--- src/rtl/axis_traffic_gen_if.sv ---
// Control (AXI-lite) and outstream (AXI-Stream) signal bundle for axis_traffic_gen.
// Pure wiring, no latency.
// slave modport = generator side (control slave, stream source); master = host/sink side.
interface axis_traffic_gen_if #(
    parameter int DATA_BYTES = 4
);
    // AXI-lite write channels
    logic [31:0]             s_axi_control_awaddr;
    logic                    s_axi_control_awvalid;
    logic                    s_axi_control_awready;
    logic [31:0]             s_axi_control_wdata;
    logic [3:0]              s_axi_control_wstrb;
    logic                    s_axi_control_wvalid;
    logic                    s_axi_control_wready;
    logic [1:0]              s_axi_control_bresp;
    logic                    s_axi_control_bvalid;
    logic                    s_axi_control_bready;
    // AXI-lite read channels
    logic [31:0]             s_axi_control_araddr;
    logic                    s_axi_control_arvalid;
    logic                    s_axi_control_arready;
    logic [31:0]             s_axi_control_rdata;
    logic [1:0]              s_axi_control_rresp;
    logic                    s_axi_control_rvalid;
    logic                    s_axi_control_rready;
    // Generated stream
    logic [DATA_BYTES*8-1:0] outstream_tdata;
    logic                    outstream_tvalid;
    logic                    outstream_tready;
    logic                    outstream_tlast;

    modport slave (
        input  s_axi_control_awaddr, s_axi_control_awvalid,
        input  s_axi_control_wdata, s_axi_control_wstrb, s_axi_control_wvalid,
        input  s_axi_control_bready,
        input  s_axi_control_araddr, s_axi_control_arvalid, s_axi_control_rready,
        input  outstream_tready,
        output s_axi_control_awready, s_axi_control_wready,
        output s_axi_control_bresp, s_axi_control_bvalid,
        output s_axi_control_arready, s_axi_control_rdata,
        output s_axi_control_rresp, s_axi_control_rvalid,
        output outstream_tdata, outstream_tvalid, outstream_tlast
    );

    modport master (
        output s_axi_control_awaddr, s_axi_control_awvalid,
        output s_axi_control_wdata, s_axi_control_wstrb, s_axi_control_wvalid,
        output s_axi_control_bready,
        output s_axi_control_araddr, s_axi_control_arvalid, s_axi_control_rready,
        output outstream_tready,
        input  s_axi_control_awready, s_axi_control_wready,
        input  s_axi_control_bresp, s_axi_control_bvalid,
        input  s_axi_control_arready, s_axi_control_rdata,
        input  s_axi_control_rresp, s_axi_control_rvalid,
        input  outstream_tdata, outstream_tvalid, outstream_tlast
    );
endinterface

--- src/rtl/axis_traffic_gen.sv ---
// AXI-Stream traffic generator: emits COUNT beats of BASE+n with GAP idle cycles between, AXI-lite controlled.
// Latency: first beat valid the cycle after the START write commits; register reads return one cycle after AR.
// Backpressure: beat held stable while tready low; AXI-lite channels stall via ready/valid, one write in flight.
module axis_traffic_gen #(
    parameter int DATA_BYTES = 4,
    parameter int GAP_WIDTH  = 16
) (
    input  logic               ap_clk,
    input  logic               ap_rst_n,
    axis_traffic_gen_if.slave  bus
);

    localparam int DW = DATA_BYTES * 8;

    localparam logic [1:0] S_IDLE = 2'd0;
    localparam logic [1:0] S_RUN  = 2'd1;
    localparam logic [1:0] S_GAP  = 2'd2;
    localparam logic [1:0] S_DONE = 2'd3;

    localparam logic [7:0] A_CTRL  = 8'h00;
    localparam logic [7:0] A_COUNT = 8'h10;
    localparam logic [7:0] A_GAP   = 8'h14;
    localparam logic [7:0] A_BASE  = 8'h18;
    localparam logic [7:0] A_SENT  = 8'h20;

    // ---------------- state ----------------
    logic [1:0]           state_q,     state_d;
    logic [31:0]          count_q,     count_d;
    logic [31:0]          gap_q,       gap_d;
    logic [31:0]          base_q,      base_d;
    logic [31:0]          sent_q,      sent_d;
    logic [31:0]          cnt_sh_q,    cnt_sh_d;
    logic [GAP_WIDTH-1:0] gap_sh_q,    gap_sh_d;
    logic [31:0]          base_sh_q,   base_sh_d;
    logic [GAP_WIDTH-1:0] gap_cnt_q,   gap_cnt_d;
    logic                 stop_pend_q, stop_pend_d;

    // AXI-lite bookkeeping
    logic                 rdy_en_q;
    logic                 aw_lat_q;
    logic [7:0]           awaddr_q;
    logic                 w_lat_q;
    logic [31:0]          wdata_q;
    logic [3:0]           wstrb_q;
    logic                 bvalid_q;
    logic                 rvalid_q;
    logic [31:0]          rdata_q;

    // ---------------- AXI-lite handshakes ----------------
    logic        awready, wready, arready;
    logic        aw_hs, w_hs, ar_hs;
    logic        wr_commit;
    logic [7:0]  wr_addr;
    logic [31:0] wr_data;
    logic [3:0]  wr_strb;
    logic [31:0] rd_mux;

    // Upper address bits are outside the decoded window.
    logic unused_addr_bits;
    assign unused_addr_bits = ^{bus.s_axi_control_awaddr[31:8], bus.s_axi_control_araddr[31:8]};

    // rdy_en_q keeps every ready low until the first cycle after reset release.
    assign awready = rdy_en_q & ~aw_lat_q & ~bvalid_q;
    assign wready  = rdy_en_q & ~w_lat_q  & ~bvalid_q;
    assign arready = rdy_en_q & ~rvalid_q;

    assign aw_hs = bus.s_axi_control_awvalid & awready;
    assign w_hs  = bus.s_axi_control_wvalid  & wready;
    assign ar_hs = bus.s_axi_control_arvalid & arready;

    // A channel arriving this cycle is used directly so the write commits in the cycle both halves are present.
    assign wr_addr   = aw_lat_q ? awaddr_q : bus.s_axi_control_awaddr[7:0];
    assign wr_data   = w_lat_q  ? wdata_q  : bus.s_axi_control_wdata;
    assign wr_strb   = w_lat_q  ? wstrb_q  : bus.s_axi_control_wstrb;
    assign wr_commit = (aw_lat_q | aw_hs) & (w_lat_q | w_hs);

    assign bus.s_axi_control_awready = awready;
    assign bus.s_axi_control_wready  = wready;
    assign bus.s_axi_control_arready = arready;
    assign bus.s_axi_control_bvalid  = bvalid_q;
    assign bus.s_axi_control_bresp   = 2'b00;
    assign bus.s_axi_control_rvalid  = rvalid_q;
    assign bus.s_axi_control_rdata   = rdata_q;
    assign bus.s_axi_control_rresp   = 2'b00;

    function automatic logic [31:0] merge_bytes(input logic [31:0] old_v,
                                                input logic [31:0] new_v,
                                                input logic [3:0]  strb);
        logic [31:0] r;
        r = old_v;
        for (int i = 0; i < 4; i++) begin
            if (strb[i]) r[i*8 +: 8] = new_v[i*8 +: 8];
        end
        return r;
    endfunction

    // CONTROL bits act only for the cycle the write commits; they are never stored.
    logic start_p, stop_p, start_eff;
    assign start_p   = wr_commit && (wr_addr == A_CTRL) && wr_data[0];
    assign stop_p    = wr_commit && (wr_addr == A_CTRL) && wr_data[1];
    assign start_eff = start_p & ~stop_p;

    // ---------------- stream outputs ----------------
    logic        in_run, is_last, beat_hs;
    logic [31:0] beat_sum;

    assign in_run   = (state_q == S_RUN);
    assign beat_sum = base_sh_q + sent_q;
    assign is_last  = (sent_q == (cnt_sh_q - 32'd1));
    assign beat_hs  = in_run & bus.outstream_tready;

    assign bus.outstream_tvalid = in_run;
    assign bus.outstream_tdata  = in_run ? DW'(beat_sum) : '0;
    assign bus.outstream_tlast  = in_run & is_last;

    // Register read decode; unmapped offsets read as zero.
    always_comb begin
        rd_mux = 32'd0;
        case (bus.s_axi_control_araddr[7:0])
            A_CTRL:  rd_mux = {30'd0, state_q == S_DONE, (state_q == S_RUN) || (state_q == S_GAP)};
            A_COUNT: rd_mux = count_q;
            A_GAP:   rd_mux = gap_q;
            A_BASE:  rd_mux = base_q;
            A_SENT:  rd_mux = sent_q;
            default: rd_mux = 32'd0;
        endcase
    end

    // Register writes and run-control FSM next state.
    always_comb begin
        state_d     = state_q;
        count_d     = count_q;
        gap_d       = gap_q;
        base_d      = base_q;
        sent_d      = sent_q;
        cnt_sh_d    = cnt_sh_q;
        gap_sh_d    = gap_sh_q;
        base_sh_d   = base_sh_q;
        gap_cnt_d   = gap_cnt_q;
        stop_pend_d = stop_pend_q;

        // Writes land in the live registers only; an active run keeps its shadows.
        if (wr_commit) begin
            case (wr_addr)
                A_COUNT: count_d = merge_bytes(count_q, wr_data, wr_strb);
                A_GAP:   gap_d   = merge_bytes(gap_q,   wr_data, wr_strb);
                A_BASE:  base_d  = merge_bytes(base_q,  wr_data, wr_strb);
                default: ;
            endcase
        end

        case (state_q)
            S_IDLE, S_DONE: begin
                if (start_eff) begin
                    cnt_sh_d    = count_q;
                    gap_sh_d    = gap_q[GAP_WIDTH-1:0];
                    base_sh_d   = base_q;
                    sent_d      = 32'd0;
                    stop_pend_d = 1'b0;
                    state_d     = (count_q == 32'd0) ? S_DONE : S_RUN;
                end
            end
            S_RUN: begin
                // STOP waits for the current beat so tvalid/tdata never drop mid-handshake.
                if (stop_p) stop_pend_d = 1'b1;
                if (beat_hs) begin
                    sent_d = sent_q + 32'd1;
                    if (is_last || stop_pend_q || stop_p) begin
                        state_d     = S_DONE;
                        stop_pend_d = 1'b0;
                    end else if (gap_sh_q != '0) begin
                        state_d   = S_GAP;
                        gap_cnt_d = gap_sh_q;
                    end
                end
            end
            S_GAP: begin
                if (stop_p) begin
                    state_d = S_DONE;
                end else if (gap_cnt_q <= GAP_WIDTH'(1)) begin
                    state_d = S_RUN;
                end else begin
                    gap_cnt_d = gap_cnt_q - GAP_WIDTH'(1);
                end
            end
            default: state_d = S_IDLE;
        endcase
    end

    // FSM, registers and shadows.
    always_ff @(posedge ap_clk) begin
        if (!ap_rst_n) begin
            state_q     <= S_IDLE;
            count_q     <= 32'd0;
            gap_q       <= 32'd0;
            base_q      <= 32'd0;
            sent_q      <= 32'd0;
            cnt_sh_q    <= 32'd0;
            gap_sh_q    <= '0;
            base_sh_q   <= 32'd0;
            gap_cnt_q   <= '0;
            stop_pend_q <= 1'b0;
        end else begin
            state_q     <= state_d;
            count_q     <= count_d;
            gap_q       <= gap_d;
            base_q      <= base_d;
            sent_q      <= sent_d;
            cnt_sh_q    <= cnt_sh_d;
            gap_sh_q    <= gap_sh_d;
            base_sh_q   <= base_sh_d;
            gap_cnt_q   <= gap_cnt_d;
            stop_pend_q <= stop_pend_d;
        end
    end

    // AXI-lite channel latches, write response and read data.
    always_ff @(posedge ap_clk) begin
        if (!ap_rst_n) begin
            rdy_en_q <= 1'b0;
            aw_lat_q <= 1'b0;
            awaddr_q <= 8'd0;
            w_lat_q  <= 1'b0;
            wdata_q  <= 32'd0;
            wstrb_q  <= 4'd0;
            bvalid_q <= 1'b0;
            rvalid_q <= 1'b0;
            rdata_q  <= 32'd0;
        end else begin
            rdy_en_q <= 1'b1;

            if (bvalid_q && bus.s_axi_control_bready) bvalid_q <= 1'b0;

            if (wr_commit) begin
                aw_lat_q <= 1'b0;
                w_lat_q  <= 1'b0;
                bvalid_q <= 1'b1;
            end else begin
                if (aw_hs) begin
                    aw_lat_q <= 1'b1;
                    awaddr_q <= bus.s_axi_control_awaddr[7:0];
                end
                if (w_hs) begin
                    w_lat_q <= 1'b1;
                    wdata_q <= bus.s_axi_control_wdata;
                    wstrb_q <= bus.s_axi_control_wstrb;
                end
            end

            if (ar_hs) begin
                rvalid_q <= 1'b1;
                rdata_q  <= rd_mux;
            end else if (rvalid_q && bus.s_axi_control_rready) begin
                rvalid_q <= 1'b0;
            end
        end
    end

endmodule

--- src/flat_wrapper.sv ---
// flat-port wrapper written by rule: the top's interface ports become plain ports
module axis_traffic_gen_flat 
#(
    parameter int DATA_BYTES = 4,
    parameter int GAP_WIDTH  = 16
)
  (ap_clk, ap_rst_n, bus_s_axi_control_awaddr, bus_s_axi_control_awvalid, bus_s_axi_control_wdata, bus_s_axi_control_wstrb, bus_s_axi_control_wvalid, bus_s_axi_control_bready, bus_s_axi_control_araddr, bus_s_axi_control_arvalid, bus_s_axi_control_rready, bus_outstream_tready, bus_s_axi_control_awready, bus_s_axi_control_wready, bus_s_axi_control_bresp, bus_s_axi_control_bvalid, bus_s_axi_control_arready, bus_s_axi_control_rdata, bus_s_axi_control_rresp, bus_s_axi_control_rvalid, bus_outstream_tdata, bus_outstream_tvalid, bus_outstream_tlast);
  axis_traffic_gen_if #(.DATA_BYTES(DATA_BYTES)) bus_i ();
  input  logic ap_clk;
  input  logic ap_rst_n;
  input wire logic [$bits(bus_i.s_axi_control_awaddr)-1:0] bus_s_axi_control_awaddr;
  input wire logic [$bits(bus_i.s_axi_control_awvalid)-1:0] bus_s_axi_control_awvalid;
  input wire logic [$bits(bus_i.s_axi_control_wdata)-1:0] bus_s_axi_control_wdata;
  input wire logic [$bits(bus_i.s_axi_control_wstrb)-1:0] bus_s_axi_control_wstrb;
  input wire logic [$bits(bus_i.s_axi_control_wvalid)-1:0] bus_s_axi_control_wvalid;
  input wire logic [$bits(bus_i.s_axi_control_bready)-1:0] bus_s_axi_control_bready;
  input wire logic [$bits(bus_i.s_axi_control_araddr)-1:0] bus_s_axi_control_araddr;
  input wire logic [$bits(bus_i.s_axi_control_arvalid)-1:0] bus_s_axi_control_arvalid;
  input wire logic [$bits(bus_i.s_axi_control_rready)-1:0] bus_s_axi_control_rready;
  input wire logic [$bits(bus_i.outstream_tready)-1:0] bus_outstream_tready;
  output wire logic [$bits(bus_i.s_axi_control_awready)-1:0] bus_s_axi_control_awready;
  output wire logic [$bits(bus_i.s_axi_control_wready)-1:0] bus_s_axi_control_wready;
  output wire logic [$bits(bus_i.s_axi_control_bresp)-1:0] bus_s_axi_control_bresp;
  output wire logic [$bits(bus_i.s_axi_control_bvalid)-1:0] bus_s_axi_control_bvalid;
  output wire logic [$bits(bus_i.s_axi_control_arready)-1:0] bus_s_axi_control_arready;
  output wire logic [$bits(bus_i.s_axi_control_rdata)-1:0] bus_s_axi_control_rdata;
  output wire logic [$bits(bus_i.s_axi_control_rresp)-1:0] bus_s_axi_control_rresp;
  output wire logic [$bits(bus_i.s_axi_control_rvalid)-1:0] bus_s_axi_control_rvalid;
  output wire logic [$bits(bus_i.outstream_tdata)-1:0] bus_outstream_tdata;
  output wire logic [$bits(bus_i.outstream_tvalid)-1:0] bus_outstream_tvalid;
  output wire logic [$bits(bus_i.outstream_tlast)-1:0] bus_outstream_tlast;
  assign bus_i.s_axi_control_awaddr = bus_s_axi_control_awaddr;
  assign bus_i.s_axi_control_awvalid = bus_s_axi_control_awvalid;
  assign bus_i.s_axi_control_wdata = bus_s_axi_control_wdata;
  assign bus_i.s_axi_control_wstrb = bus_s_axi_control_wstrb;
  assign bus_i.s_axi_control_wvalid = bus_s_axi_control_wvalid;
  assign bus_i.s_axi_control_bready = bus_s_axi_control_bready;
  assign bus_i.s_axi_control_araddr = bus_s_axi_control_araddr;
  assign bus_i.s_axi_control_arvalid = bus_s_axi_control_arvalid;
  assign bus_i.s_axi_control_rready = bus_s_axi_control_rready;
  assign bus_i.outstream_tready = bus_outstream_tready;
  assign bus_s_axi_control_awready = bus_i.s_axi_control_awready;
  assign bus_s_axi_control_wready = bus_i.s_axi_control_wready;
  assign bus_s_axi_control_bresp = bus_i.s_axi_control_bresp;
  assign bus_s_axi_control_bvalid = bus_i.s_axi_control_bvalid;
  assign bus_s_axi_control_arready = bus_i.s_axi_control_arready;
  assign bus_s_axi_control_rdata = bus_i.s_axi_control_rdata;
  assign bus_s_axi_control_rresp = bus_i.s_axi_control_rresp;
  assign bus_s_axi_control_rvalid = bus_i.s_axi_control_rvalid;
  assign bus_outstream_tdata = bus_i.outstream_tdata;
  assign bus_outstream_tvalid = bus_i.outstream_tvalid;
  assign bus_outstream_tlast = bus_i.outstream_tlast;
  axis_traffic_gen #(.DATA_BYTES(DATA_BYTES), .GAP_WIDTH(GAP_WIDTH)) u_core (.ap_clk(ap_clk), .ap_rst_n(ap_rst_n), .bus(bus_i));
endmodule
--- config.mk ---
export PLATFORM = sky130hd
export DESIGN_NAME = axis_traffic_gen_flat
export DESIGN_NICKNAME = d
export VERILOG_FILES = /design/src/rtl/axis_traffic_gen_if.sv /design/src/rtl/axis_traffic_gen.sv /design/src/flat_wrapper.sv
export SDC_FILE = /design/constraint.sdc
export NUM_CORES = 1
export LEC_CHECK = 0
export BUFFER_PORTS_ARGS = -buffer_cell sky130_fd_sc_hd__clkbuf_2
export CAP_MARGIN = 20
export CORE_MARGIN = 3
export CORE_UTILIZATION = 35
export DETAILED_ROUTE_END_ITERATION = 10
export RECOVER_POWER = 25
export SYNTH_ARGS = -nofsm -noshare
export SYNTH_HDL_FRONTEND = slang
export SYNTH_SLANG_ARGS = --single-unit
--- constraint.sdc ---
create_clock -name ap_clk -period 4.05 [get_ports ap_clk]
set_input_delay 0.405 -clock ap_clk [delete_from_list [all_inputs] [get_ports ap_clk]]
set_output_delay 0.405 -clock ap_clk [all_outputs]
set_load 0.05 [all_outputs]
==> out/qor.yml <==
timing.critical_path.from_type: "flip-flop"
synth.yosys.warnings: 0
die_x_um: 219
die_y_um: 219
synth_xor_area_share_pct: 4.65
die_area_um2: 47800
synth_top_family_by_area: "simple AND/OR/NAND/NOR gates"
status: "complete, but fails checks"
drc_errors: 0
root_buffer: "clkbuf_16"
powerDensity_nw_per_um2: 420
io-pin-count: 183
syn2layout_area_growth_pct: 16.4
netSwitchingPower_mw: 2.16
p_sw_share_pct: 28.0
synthArstFlopShare_pct: 0
grt_pass1_wl_um: 77100
clk_pin_slew_ns: 0.06
h-tree-depth: 2
stdcell_area_um2: 18400
worst-setup-path-type: "flip-flop to primary output"
synthMuxAreaShare_pct: 3.09
grt_max_degree: 102
fin_nets: 2239
cts_tree: "done"
cts_buffer_depth: 3
worst_hold_path_type: "input port to flip-flop"
synth-edff-count: 0
p_comb_share_pct: 15.7
clock-sinks: 308
setup_viol: 0
worst_slack_ns: 0.153
slew_headroom_pct: -29.0
finalClockSkew_ns: 0.0192
placed_area_um2: 17200
pre_cts_ws_ns: 0.441
max_freq_ghz: 0.257
final_hold_viol_count: 0
synthCells: 1996
antenna_cells: 0
cp.required_ns: 3.64
min_period_ns: 3.90
synth_adder_area_share_pct: 3.13
row_count: 77
core_um2: 44400
drv_slew: 106
dr_total_vias: 14802
tns_ns: 0
critPathCaptureType: "primary output"
internal_power_mw: 5.57
drive_gt1_share_pct: 12.3
arrival_ns: 3.49
drt_iter0_drc: 1179
first_pass_iters: 8
synth_ff_type: "dfxtp_1"
initial_core_util_pct: 35.6
clockPowerShare_pct: 43.3
worstPathMaxFanout: 6
cap_violations: 3
place_congestion: 0.883
worstMarginPinSlew_ns: 1.94
rsz0062_at_grt: "false"
yosysUniqueCellTypes: 81
grt-ovfl-total: 0
cts_buffers: 34
fin_util_pct: 41.5
seq_power_share_pct: 41.0
insertion_delay_ns: 0.53
detail_route.vias_per_cell: 5.47
wl_per_cell_um: 18.4
synth-seq-cells: 308
synth_compound_gate_area_share_pct: 22.1
dp_hpwl_um: 36800
grt_use_total_pct: 20.2
io_buffers: 130
drt-total-wl_um: 49800
ir_worst_vdd_v: 0.000253
seq_area_frac_synth_pct: 39.0
failed_checks: "capacitance limit, slew limit"
antenna_found_initial: 0
syn-cell-area_um2: 15800
ant_nets: 0
p_leak_nw: 6.86
whs_ns: 0.109
synth_area_per_cell_um2: 7.93
first_global_vias: 13693
finalCritPeriodShare_pct: 96.2
synthSimpleGateAreaFrac_pct: 24.2
timing repair:
action / in CTS / in global routing
hold buffers: 0 / 0
resized for setup: 7 / 7
buffers inserted: 0 / 2
pin swaps: 0 / 2
setup endpoints to repair: 6 / 9
kinds of logic after synthesis:
kind of cell / after synthesis
and+or+nand+nor: 829
AOI/OAI and AO/OA: 534
DFF: 308
buffers and inverters: 153
xor gates and xnor gates: 84
muxes: 48
adders and majority gates: 39
other: 1
synthesized netlist by cell type, drive strengths merged, types with 31 or more instances:
library cell | number | area, um^2
nand2 | 336 | 1270
mux2i | 41 | 410
xnor2 | 36 | 315
nand3 | 38 | 195
nor3 | 35 | 180
a211oi | 102 | 766
a21oi | 234 | 1170
xor2 | 48 | 420
o21ai | 43 | 215
ha | 38 | 475
nor2 | 241 | 907
clkbuf | 112 | 420
nor4 | 31 | 251
dfxtp | 308 | 6170
a222oi | 32 | 320
path summary, 6_finish.rpt:
check	slack (ns)	depth (start not counted)	start	end
min	0.11	3	bus_s_axi_control_wdata[8]	u_core.wdata_q[8]$_SDFFE_PN0P_
max	0.15	10	u_core.cnt_sh_q[0]$_SDFFE_PN0P_	bus_outstream_tlast
min reg2reg	0.45	2	u_core.wdata_q[19]$_SDFFE_PN0P_	u_core.wdata_q[19]$_SDFFE_PN0P_
max reg2reg	0.66	10	u_core.cnt_sh_q[10]$_SDFFE_PN0P_	u_core.state_q[1]$_SDFFE_PN0P_
cell type report:
class	count	area [um^2]
clock inverters	19	282
repair buffers	185	1060
fillers	4475	26000
clock buffers	41	937
well taps	592	741
flip-flops and latches	308	6170
inverters	25	98.8
multi-input cells	1538	9130
layer usage:
metal	wire length (um)	track usage, %	vias up
met2	21800	31.1	429
met4	1350	6.13	0
li1	-	-	7336
met1	23600	29.1	6961
met3	3000	3.14	76
met5	0	0	-
layout by cell type, fill, tap and decap left out, drive strengths merged, types with 41 or more instances in the layout:
cell,count
a211oi,102
a21oi,234
buf,52
clkbuf,174
dfxtp,308
mux2i,41
nand2,336
nor2,241
o21ai,43
xor2,48
sequential cells by signal, summed over array words and instances (netlist names), 2 cells and up:
name and cells:
u_core.awaddr_q 8, u_core.gap_q 32, u_core.state_q 2, u_core.count_q 32
u_core.base_sh_q 32, u_core.cnt_sh_q 32, u_core.gap_sh_q 16, u_core.sent_q 32
u_core.wdata_q 32, u_core.bus.s_axi_control_rdata 32, u_core.wstrb_q 4, u_core.base_q 32
u_core.gap_cnt_q 16
power by group through the flow:
stage | logic, mW | clock network, mW | registers (mW)
after CTS | 1.22 | 3.42 | 3.17
after detailed placement | 1.21 | 0 | 3.23
final | 1.22 | 3.35 | 3.17
after global routing | 1.37 | 3.53 | 3.18
after floorplan | 0.898 | 0 | 3.22
after global placement | 1.20 | 0 | 3.23
metrics by stage:
stage	power, mW	cells
final	7.74	2708
after global routing	8.07	2708
after CTS	7.80	2705
after detailed placement	4.44	2645
after global placement	4.43	2645
after floorplan	4.12	1999
worst max-delay path: stages, from the launching register on:
cell	delay (ns)
dfxtp_2	0.36
or4_4	0.57
o41ai_4	0.32
nand2_1	0.08
or4_1	0.46
a2111o_1	0.42
nor2_1	0.11
nand2_1	0.06
nor3_1	0.17
and3_1	0.22
clkbuf_8	0.20
(Power assumes the default switching activity.)
